### src/rtl/ex_mult_div_if.sv
// ex_mult_div_if: request, MTHI/MTLO and HI/LO result bundle of the EX-stage multiply/divide unit
interface ex_mult_div_if #(parameter int WIDTH = 32);
  logic             start;
  logic [1:0]       op;
  logic [WIDTH-1:0] operand_a;
  logic [WIDTH-1:0] operand_b;
  logic             flush;
  logic             hi_we;
  logic             lo_we;
  logic [WIDTH-1:0] wdata;
  logic             busy;
  logic             done;
  logic             stall_req;
  logic [WIDTH-1:0] hi;
  logic [WIDTH-1:0] lo;
  modport master (output start, op, operand_a, operand_b, flush, hi_we, lo_we, wdata,
                  input  busy, done, stall_req, hi, lo);
  modport slave  (input  start, op, operand_a, operand_b, flush, hi_we, lo_we, wdata,
                  output busy, done, stall_req, hi, lo);
endinterface

### src/rtl/ex_mult_div_unit.sv
// ex_mult_div_unit: iterative radix-2 MULT/MULTU/DIV/DIVU writing the HI/LO registers
module ex_mult_div_unit #(parameter int WIDTH = 32) (
  input logic clk,
  input logic rst,
  ex_mult_div_if.slave bus
);
  localparam int CW = $clog2(WIDTH);
  typedef enum logic [1:0] {IDLE, CALC, FIX, DONE} state_t;
  state_t state, next;
  logic [CW-1:0] cnt;
  logic [2*WIDTH-1:0] acc, prod_fix;
  logic [WIDTH-1:0] m, hi_r, lo_r, a_abs, b_abs, hi_fix, lo_fix;
  logic [WIDTH:0] msum, trial;
  logic is_div, neg_q, neg_r, div_zero, a_neg, b_neg, accept;
  // A zero divisor keeps the dividend raw so the shift-subtract yields all-ones / dividend
  assign div_zero = bus.op[1] && bus.operand_b == '0;
  assign a_neg = !bus.op[0] && bus.operand_a[WIDTH-1] && !div_zero;
  assign b_neg = !bus.op[0] && bus.operand_b[WIDTH-1];
  assign a_abs = a_neg ? -bus.operand_a : bus.operand_a;
  assign b_abs = b_neg ? -bus.operand_b : bus.operand_b;
  assign accept = state == IDLE && bus.start && !bus.flush;
  // acc holds {partial, multiplier} for MULT and {remainder, dividend/quotient} for DIV
  assign msum = {1'b0, acc[2*WIDTH-1:WIDTH]} + {1'b0, acc[0] ? m : '0};
  assign trial = {acc[2*WIDTH-1:WIDTH], acc[WIDTH-1]} - {1'b0, m};
  assign prod_fix = neg_q ? -acc : acc;
  assign hi_fix = is_div ? (neg_r ? -acc[2*WIDTH-1:WIDTH] : acc[2*WIDTH-1:WIDTH]) : prod_fix[2*WIDTH-1:WIDTH];
  assign lo_fix = is_div ? (neg_q ? -acc[WIDTH-1:0] : acc[WIDTH-1:0]) : prod_fix[WIDTH-1:0];
  always_comb begin
    next = IDLE;
    next = (state != IDLE && bus.flush) ? IDLE :
           state == IDLE ? (accept ? CALC : IDLE) :
           state == CALC ? (cnt == CW'(WIDTH-1) ? FIX : CALC) :
           state == FIX  ? DONE : IDLE;
  end
  always_ff @(posedge clk or posedge rst)
    if (rst) state <= IDLE;
    else state <= next;
  always_ff @(posedge clk or posedge rst) begin
    if (rst) begin
      cnt <= '0;
      acc <= '0;
      m <= '0;
      is_div <= 1'b0;
      neg_q <= 1'b0;
      neg_r <= 1'b0;
      hi_r <= '0;
      lo_r <= '0;
    end else begin
      if (accept) begin
        cnt <= '0;
        is_div <= bus.op[1];
        m <= bus.op[1] ? b_abs : a_abs;
        acc <= {{WIDTH{1'b0}}, bus.op[1] ? a_abs : b_abs};
        neg_q <= a_neg ^ b_neg;
        neg_r <= a_neg;
      end
      if (state == CALC) begin
        cnt <= cnt + 1'b1;
        acc <= is_div ? (trial[WIDTH] ? {acc[2*WIDTH-2:0], 1'b0} : {trial[WIDTH-1:0], acc[WIDTH-2:0], 1'b1})
                      : {msum, acc[WIDTH-1:1]};
      end
      if (state == FIX && !bus.flush) begin
        hi_r <= hi_fix;
        lo_r <= lo_fix;
      end else if (state == IDLE || state == DONE) begin
        if (bus.hi_we) hi_r <= bus.wdata;
        if (bus.lo_we) lo_r <= bus.wdata;
      end
    end
  end
  assign bus.busy = state == CALC || state == FIX;
  assign bus.done = state == DONE;
  assign bus.stall_req = bus.start | bus.busy;
  assign bus.hi = hi_r;
  assign bus.lo = lo_r;
endmodule

### src/flat_wrapper.sv
// flat-port wrapper written by rule: the top's interface ports become plain ports
module ex_mult_div_unit_flat 
#(parameter int WIDTH = 32)
  (clk, rst, bus_start, bus_op, bus_operand_a, bus_operand_b, bus_flush, bus_hi_we, bus_lo_we, bus_wdata, bus_busy, bus_done, bus_stall_req, bus_hi, bus_lo);
  ex_mult_div_if #(.WIDTH(WIDTH)) bus_i ();
  input logic clk;
  input logic rst;
  input wire logic [$bits(bus_i.start)-1:0] bus_start;
  input wire logic [$bits(bus_i.op)-1:0] bus_op;
  input wire logic [$bits(bus_i.operand_a)-1:0] bus_operand_a;
  input wire logic [$bits(bus_i.operand_b)-1:0] bus_operand_b;
  input wire logic [$bits(bus_i.flush)-1:0] bus_flush;
  input wire logic [$bits(bus_i.hi_we)-1:0] bus_hi_we;
  input wire logic [$bits(bus_i.lo_we)-1:0] bus_lo_we;
  input wire logic [$bits(bus_i.wdata)-1:0] bus_wdata;
  output wire logic [$bits(bus_i.busy)-1:0] bus_busy;
  output wire logic [$bits(bus_i.done)-1:0] bus_done;
  output wire logic [$bits(bus_i.stall_req)-1:0] bus_stall_req;
  output wire logic [$bits(bus_i.hi)-1:0] bus_hi;
  output wire logic [$bits(bus_i.lo)-1:0] bus_lo;
  assign bus_i.start = bus_start;
  assign bus_i.op = bus_op;
  assign bus_i.operand_a = bus_operand_a;
  assign bus_i.operand_b = bus_operand_b;
  assign bus_i.flush = bus_flush;
  assign bus_i.hi_we = bus_hi_we;
  assign bus_i.lo_we = bus_lo_we;
  assign bus_i.wdata = bus_wdata;
  assign bus_busy = bus_i.busy;
  assign bus_done = bus_i.done;
  assign bus_stall_req = bus_i.stall_req;
  assign bus_hi = bus_i.hi;
  assign bus_lo = bus_i.lo;
  ex_mult_div_unit #(.WIDTH(WIDTH)) u_core (.clk(clk), .rst(rst), .bus(bus_i));
endmodule
### config.mk
export PLATFORM = sky130hd
export DESIGN_NAME = ex_mult_div_unit_flat
export DESIGN_NICKNAME = d
export VERILOG_FILES = /design/src/rtl/ex_mult_div_if.sv /design/src/rtl/ex_mult_div_unit.sv /design/src/flat_wrapper.sv
export SDC_FILE = /design/constraint.sdc
export NUM_CORES = 1
export LEC_CHECK = 0
export BUFFER_PORTS_ARGS = -buffer_cell sky130_fd_sc_hd__clkbuf_2
export CAP_MARGIN = 10
export CORE_MARGIN = 5
export CORE_UTILIZATION = 51
export CTS_BUF_LIST = sky130_fd_sc_hd__clkbuf_16
export DETAILED_ROUTE_END_ITERATION = 8
export PLACE_DENSITY_LB_ADDON = 0.1
export SLEW_MARGIN = 20
export SYNTH_ARGS = -nofsm -noshare
export SYNTH_HDL_FRONTEND = slang
export SYNTH_SLANG_ARGS = --single-unit
### constraint.sdc
create_clock -name clk -period 7.7 [get_ports clk]
set_input_delay 1.54 -clock clk [delete_from_list [all_inputs] [get_ports clk]]
set_output_delay 1.54 -clock clk [all_outputs]
set_load 0.01 [all_outputs]
==> impl_summary.txt, run 1 <==
----------------------------------------------------
[Outcome]
  Run status ... complete, no violations

[Floorplan]
  Number of rows created at floorplan ... 62
  Core area ... 28800 sq um
  Die Ht ... 181 um
  DIE AREA ... 32800 sq um
  Initial cell density of the core ... 51.9%
  I/O pin cnt ... 171
  Die X-Extent ... 181 um

[Routing]
  DR vias/cell ... 6.25
  Post-DRT Antenna Nets ... 0
  Post-route DRC ... 0
  Routed len/inst ... 21.8 um
  1st-iter DRT viols ... 1259
  Routed wire length ... 51.1 mm
  Total vias in the final route ... 14600
  Router iterations before antenna repair ... 6

[Logic synthesis]
  Total of warnings raised by yosys ... 0
  Number of enable flip-flop cells after synthesis ... 0
  Mux share of post-synthesis cell area ... 9.12%
  Post-synthesis adder-cell area fraction ... 6.47%
  Portion of the post-synthesis area used by sequential elements ... 28.5%
  Share of the synthesized area in the top cell type ... 28.5%
  Synth Area per Inst ... 8.08 sq um
  Main combinational cell family by area after synthesis ... compound AO/OA/AOI/OAI gates
  Post-synthesis net count ... 2029
  Number of standard cells after synthesis ... 1849
  Cell type with the largest total area after synthesis ... dfrtp_1
  Most used DFF post-synth ... dfrtp_1
  Most common cell in the synthesized netlist ... nand2_1
  Commonest cells in the synthesized netlist ... nand2_1 (201), o21ai_0 (193), dfrtp_1 (170)
  Post-synthesis share of cell area spent on and, or, nand and nor gates ... 17.9%
  Synth Area in XOR/XNOR ... 9.67%
  Unique cell type count in the Yosys netlist ... 73
  Top area cells in the synthesized netlist ... dfrtp_1 (28%), mux2i_1 (6.6%), o21ai_0 (6.5%)
  Register bit total from synthesis ... 170
  Netlist Area Pre-Place ... 14900 sq um
  Post-synthesis compound-gate area fraction ... 23.7%
  Post-synth ARST share ... 100%

[Timing]
  Crit path time final ... 4.32 ns
  Slew at the pin closest to its max-slew limit ... 1.15 ns
  Max Transition Viols Final ... 0
  Fin Clk Skew ... 0.0177 ns
  Fraction of the cycle the final worst path needs ... 56.1%
  Slew Limit Headroom ... 22.9%
  Maximum operating frequency ... 232 MHz
  Final Hold Viols ... 0
  RSZ-0062 raised after global routing ... false
  Setup TNS ... 0 ns
  Final setup viols ... 0
  Min setup slack post-route ... 3.38 ns

[Placement]
  Placement-stage worst setup slack ... 3.23 ns
  Number of placed instances with taps included ... 2311
  DPL Wire Length ... 38.6 mm
  Number of buffers inserted by port buffering ... 170
  DP Area ... 16000 sq um
  Weighted congestion at the end of routability-driven global placement ... 0.967

[Worst setup path]
  Slack of the worst reg-to-reg path ... 3.38 ns
  Critical Path Source ... u_core.acc[0]
  Required time of the critical path ... 8.06 ns
  Worst Path Arrival ... 4.68 ns
  Worst reg-to-reg path cell count ... 12
  Worst-path maximum fanout ... 19
  Setup crit start kind ... flip-flop
  Path type of the worst setup path ... reg -> reg
  Critical path capture point ... u_core.acc[63]
  Worst setup EP type ... flip-flop
  Launching point of the worst reg2reg path ... u_core.acc[0]
  Crit Reg-Reg Endpoint ... u_core.acc[63]

[Layout]
  Ratio of cells with drive above 1 in the final layout ... 15.2%
  Total Nets Final ... 2126
  Count of fill cells added during filler insertion ... 2714
  Non-filler cells in the finished layout ... 2343
  Number of antenna diodes ... 0
  Post-route cell area ... 16600 sq um
  Relative area change from synthesis to final layout ... 11.4%

[Clocking]
  Clock buffers created by TritonCTS ... 17
  Clock transition at the register clock pins on the worst setup and hold paths after CTS ... 0.08 ns
  CTS hold repair buffers ... 0
  Clock Root Buffer ... clkbuf_16
  Clock latency on the worst-skew pair ... 0.45 ns
  Buffers from clock root to sink, at most ... 2
  Gates resized, CTS repair ... 0
  CTS tree ... done
  H-tree lvl count ... 4
  Clock net sink count ... 170
  Number of setup buffers added after CTS ... 0

[Global routing]
  Total routing usage reported by global routing ... 30.2%
  Pin count of the biggest net entering global routing ... 114
  GRT Residual Overflow ... 0
  Vias in the first global route ... 13900
  Global-route wire length before repair ... 79.8 mm
  Initial antenna violation count ... 0

[Flow run]
  Max_cap viols ... 0

[Power and ir drop]
  Psw ... 2740 uW
  Share of total power in sequential cells ... 27.8%
  IR Drop Worst-Case VDD ... 252 uV
  Clk network pwr share ... 16.3%
  Leakage component of the power ... 0.00730 uW
  Combinational cell fraction of total power ... 55.9%
  Fraction of power spent switching nets ... 49.0%
  Final total power ... 5590 uW
  Total internal power ... 2850 uW
  Total power per unit cell area ... 336 nW/um^2

[Worst hold path]
  Path category of the worst min-delay check ... reg -> reg

----------------------------------------------------
-- stage by stage --
| stage | hold WS [ns] | utilization, % |
|---|---|---|
| after global routing | 0.533 | 57.8 |
| after floorplan | 0.450 | - |
| final | 0.486 | 57.8 |
| after detailed placement | 0.476 | 55.7 |
| after CTS | 0.494 | 57.8 |
| after global placement | 0.468 | 55.7 |
-- state kept, by name (all words and copies together) (netlist names) --
name	flops
u_core.bus.hi	32
u_core.state	2
u_core.bus.lo	32
u_core.neg_r	1
u_core.cnt	5
u_core.m	32
u_core.is_div	1
u_core.acc	64
u_core.neg_q	1
-- power groups by stage --
stage          registers, uW  clock network (uW)  logic (uW)
2_1_floorplan           1370                   0        2420
4_1_cts                 1530                 921        3080
6_report                1560                 910        3120
5_1_grt                 1570                 957        3410
3_5_place_dp            1540                   0        3060
3_3_place_gp            1540                   0        3030
-- worst min path at each step --
stage                 startpoint            to  slack [ns]  cells after the start
global route        u_core.m[27]  u_core.m[27]        0.53                      2
finish              u_core.m[14]  u_core.m[14]        0.49                      2
floorplan           u_core.m[14]  u_core.m[14]        0.45                      2
global placement    u_core.m[14]  u_core.m[14]        0.47                      2
CTS                 u_core.m[14]  u_core.m[14]        0.49                      2
detailed placement  u_core.m[14]  u_core.m[14]        0.48                      2
-- placed cells by master (no fill, tap or decap), types with 7 or more instances in the layout --
| cell type | count |
|---|---|
| a211oi_1 | 19 |
| a21o_1 | 33 |
| a21oi_1 | 148 |
| a22oi_1 | 11 |
| a31oi_1 | 14 |
| buf_4 | 15 |
| clkbuf_16 | 17 |
| clkbuf_2 | 170 |
| dfrtp_1 | 169 |
| ha_1 | 73 |
| inv_1 | 75 |
| mux2_2 | 33 |
| mux2i_1 | 99 |
| nand2_1 | 201 |
| nand2b_1 | 15 |
| nand3_1 | 44 |
| nand4_1 | 7 |
| nor2_1 | 123 |
| nor2b_1 | 16 |
| nor3_1 | 42 |
| nor4_1 | 12 |
| o211ai_1 | 12 |
| o21a_1 | 14 |
| o21ai_0 | 193 |
| o221ai_1 | 38 |
| o31ai_1 | 25 |
| o41ai_1 | 12 |
| or3_1 | 27 |
| or4_1 | 10 |
| xnor2_1 | 98 |
| xor2_1 | 67 |
-- kinds of logic (layout without fill, tap and decap cells) --
family / count (synthesis) / count (layout)
AO/OA/AOI/OAI: 572 / 572
XOR/XNOR: 165 / 165
adder cells (fa/ha/maj): 76 / 76
buffers and inverters: 184 / 294
flip-flops: 170 / 170
multiplexers: 132 / 132
AND/OR/NAND/NOR: 550 / 550
-- critical path: stages, from the launching register on --
cell,delay [ns]
dfrtp_1,0.51
inv_1,0.53
nor2_1,0.14
ha_1,0.42
nand4_1,0.18
nor3_1,0.15
a21boi_0,0.51
o211ai_1,0.31
a211oi_1,0.56
a31oi_1,0.25
o21ai_0,0.30
o311ai_0,0.19
a2bb2oi_1,0.17
-- routing by layer --
metal	wire [um]	vias up	track usage, %
met1	22500	7006	42.5
met5	0	-	0
li1	-	6865	-
met3	4130	83	4.93
met2	23000	685	48.0
met4	1460	0	9.13
-- layout make-up --
| type | instances | area, sq um | area share [%] |
|---|---|---|---|
| multi-input cells | 1495 | 10000 | 60.3 |
| flip-flops and latches | 170 | 4260 | 25.6 |
| repair buffers | 186 | 975 | 5.86 |
| well taps | 384 | 480 | 2.89 |
| clock buffers | 17 | 425 | 2.56 |
| inverters | 76 | 290 | 1.74 |
| clock inverters | 15 | 185 | 1.11 |
No activity file was read; power rests on OpenSTA's default activity.
==> inputs of run 2 (changes only) <==
==> constraint.sdc (replaced) <==
create_clock -name clk -period 3.66 [get_ports clk]
set_input_delay 0.732 -clock clk [delete_from_list [all_inputs] [get_ports clk]]
set_output_delay 0.732 -clock clk [all_outputs]
set_load 0.01 [all_outputs]
==> run 2 against run 1 <==
The run now ends with design-rule violations left. Sequential power up 92%. Clock power up 120%. Final area up 5.0%. Global-route usage up 1.2 points. Combinational power up 150%. Clock skew up 0.0019 ns. Utilization up 2.9 points. Sequential cell count unchanged. Critical path depth up 3. Count of clock-buffer cells in the layout unchanged. Die area unchanged. Largest power group unchanged.
==> impl_summary.txt, run 2 (synthesis gave the netlist of run 1 again) <==
----------------------------------------------------
[Global routing]
  GRT Residual Overflow ... 0
  Pin count of the biggest net entering global routing ... 110
  Vias in the first global route ... 14600
  Global-route wire length before repair ... 82.7 mm
  Initial antenna violation count ... 0
  Total routing usage reported by global routing ... 31.5%

[Timing]
  RSZ-0062 raised after global routing ... false
  Final Hold Viols ... 0
  Min setup slack post-route ... 0.221 ns
  Setup TNS ... 0 ns
  Fin Clk Skew ... 0.0196 ns
  Max Transition Viols Final ... 0
  Slew Limit Headroom ... 37.3%
  Final setup viols ... 0
  Hold slack ... 0.400 ns
  Crit path time final ... 3.44 ns
  Maximum operating frequency ... 291 MHz
  Slew at the pin closest to its max-slew limit ... 0.940 ns
  Fraction of the cycle the final worst path needs ... 94.0%

[Routing]
  Router iterations before antenna repair ... 7
  DR vias/cell ... 6.15
  Post-route DRC ... 1
  Total vias in the final route ... 15000
  Detail Route met2 WL ... 23.7 mm
  Routed metal-1 wire length ... 22.4 mm
  1st-iter DRT viols ... 1433
  Routed wire length ... 52.9 mm
  Met3 wire length ... 4.67 mm
  Routed len/inst ... 21.7 um
  Post-DRT Antenna Nets ... 0
  Highest routed layer ... met4

[Floorplan]
  Die X-Extent ... 181 um
  Core area ... 28800 sq um
  Initial cell density of the core ... 51.9%
  I/O pin cnt ... 171
  Number of rows created at floorplan ... 62
  Die Ht ... 181 um
  DIE AREA ... 32800 sq um

[Worst setup path]
  Worst-path maximum fanout ... 12
  Crit Reg-Reg Endpoint ... u_core.acc[62]
  Path type of the worst setup path ... reg -> reg
  Required time of the critical path ... 3.95 ns
  Critical path capture point ... u_core.acc[62]
  Worst setup EP type ... flip-flop
  Slack of the worst reg-to-reg path ... 0.22 ns
  Setup crit start kind ... flip-flop
  Launching point of the worst reg2reg path ... u_core.acc[0]
  Critical Path Source ... u_core.acc[0]
  Worst reg-to-reg path cell count ... 15
  Worst Path Arrival ... 3.73 ns

[Clocking]
  Clock transition at the register clock pins on the worst setup and hold paths after CTS ... 0.09 ns
  CTS tree ... done
  Gates resized, CTS repair ... 1
  Clock latency on the worst-skew pair ... 0.45 ns
  Number of setup buffers added after CTS ... 0
  Buffers from clock root to sink, at most ... 2
  CTS hold repair buffers ... 0
  H-tree lvl count ... 4
  Clock net sink count ... 170
  Clock buffers created by TritonCTS ... 17
  Clock Root Buffer ... clkbuf_16

[Layout]
  Final core occ ... 60.7%
  Max FFs per register ... 64
  Top library cells by usage in the layout, fill and taps aside ... nand2_1 (201), o21ai_0 (193), clkbuf_2 (170)
  Relative area change from synthesis to final layout ... 17.0%
  Ratio of cells with drive above 1 in the final layout ... 19.2%
  Number of antenna diodes ... 0
  Total Nets Final ... 2222
  Post-route cell area ... 17500 sq um
  Leading cell type in the layout, fill and taps excluded ... nand2_1
  Register ranked first by flip-flop count ... u_core.acc
  Count of fill cells added during filler insertion ... 2598

[Placement]
  Weighted congestion at the end of routability-driven global placement ... 0.986
  Number of buffers inserted by port buffering ... 170
  DPL Wire Length ... 41.1 mm
  Placement-stage worst setup slack ... -0.0716 ns
  DP Area ... 16800 sq um

[Power and ir drop]
  Leakage component of the power ... 0.00781 uW
  IR Drop Worst-Case VDD ... 457 uV
  Total power per unit cell area ... 726 nW/um^2

[Worst hold path]
  Path category of the worst min-delay check ... in -> async

[Outcome]
  Run status ... complete, but fails checks
  Violated checks ... design-rule violations

[Flow run]
  Max_cap viols ... 0

----------------------------------------------------
[run 2: cell count changes in the layout (fill, tap and decap cells not counted), moves of 2 or more]
cell      delta
buf_4       +91
buf_12       +6
inv_12       +3
clkinv_4     -2
inv_8        -2
[run 2: metal layers]
| layer | global-route usage, % | vias to the layer above |
|---|---|---|
| met4 | 12.9 | 0 |
| met2 | 50.0 | 669 |
| met1 | 42.7 | 7132 |
| met3 | 5.31 | 120 |
| li1 | - | 7085 |
| met5 | 0 | - |
[run 2: stage by stage]
| step | std cells | total power [uW] |
|---|---|---|
| floorplan | 1849 | 7960 |
| global placement | 2407 | 10400 |
| detailed placement | 2407 | 10500 |
| CTS | 2439 | 12600 |
| global route | 2439 | 13500 |
| finish | 2439 | 12700 |
[run 2: cell type report]
type / count / area [sq um] / share of cell area (%)
multi-input combinational: 1495 / 10100 / 57.5
sequential: 170 / 4260 / 24.3
timing repair buffer: 282 / 1770 / 10.1
tap: 384 / 480 / 2.75
clock buffer: 17 / 425 / 2.43
inverter: 76 / 289 / 1.65
clock inverter: 15 / 211 / 1.21
[run 2: worst min path at each step]
| stage | from | to | slack, ns | cells past startpoint |
|---|---|---|---|---|
| finish | rst | u_core.bus.lo[19] | 0.40 | 3 |
| global route | rst | u_core.bus.lo[19] | 0.48 | 3 |
| CTS | rst | u_core.bus.lo[18] | 0.47 | 3 |
| detailed placement | u_core.m[3] | u_core.m[3] | 0.47 | 2 |
| global placement | u_core.m[14] | u_core.m[14] | 0.47 | 2 |
| floorplan | u_core.m[14] | u_core.m[14] | 0.45 | 2 |
[run 2: critical path, stage by stage, from the launching register on]
cell	delay, ns
dfrtp_1	0.40
inv_1	0.15
buf_12	0.15
nor2_1	0.05
ha_1	0.29
buf_4	0.15
a2111oi_0	0.45
a21oi_1	0.08
o41a_1	0.16
nand3_1	0.16
a41oi_1	0.17
o31a_1	0.36
a311oi_1	0.25
buf_4	0.17
xor2_1	0.16
o221ai_1	0.12
[run 2: power breakdown]
| group | internal [uW] | switching [uW] | total (uW) |
|---|---|---|---|
| Clock | 960 | 1020 | 1980 |
| Sequential | 2340 | 653 | 3000 |
| Combinational | 3250 | 4470 | 7720 |
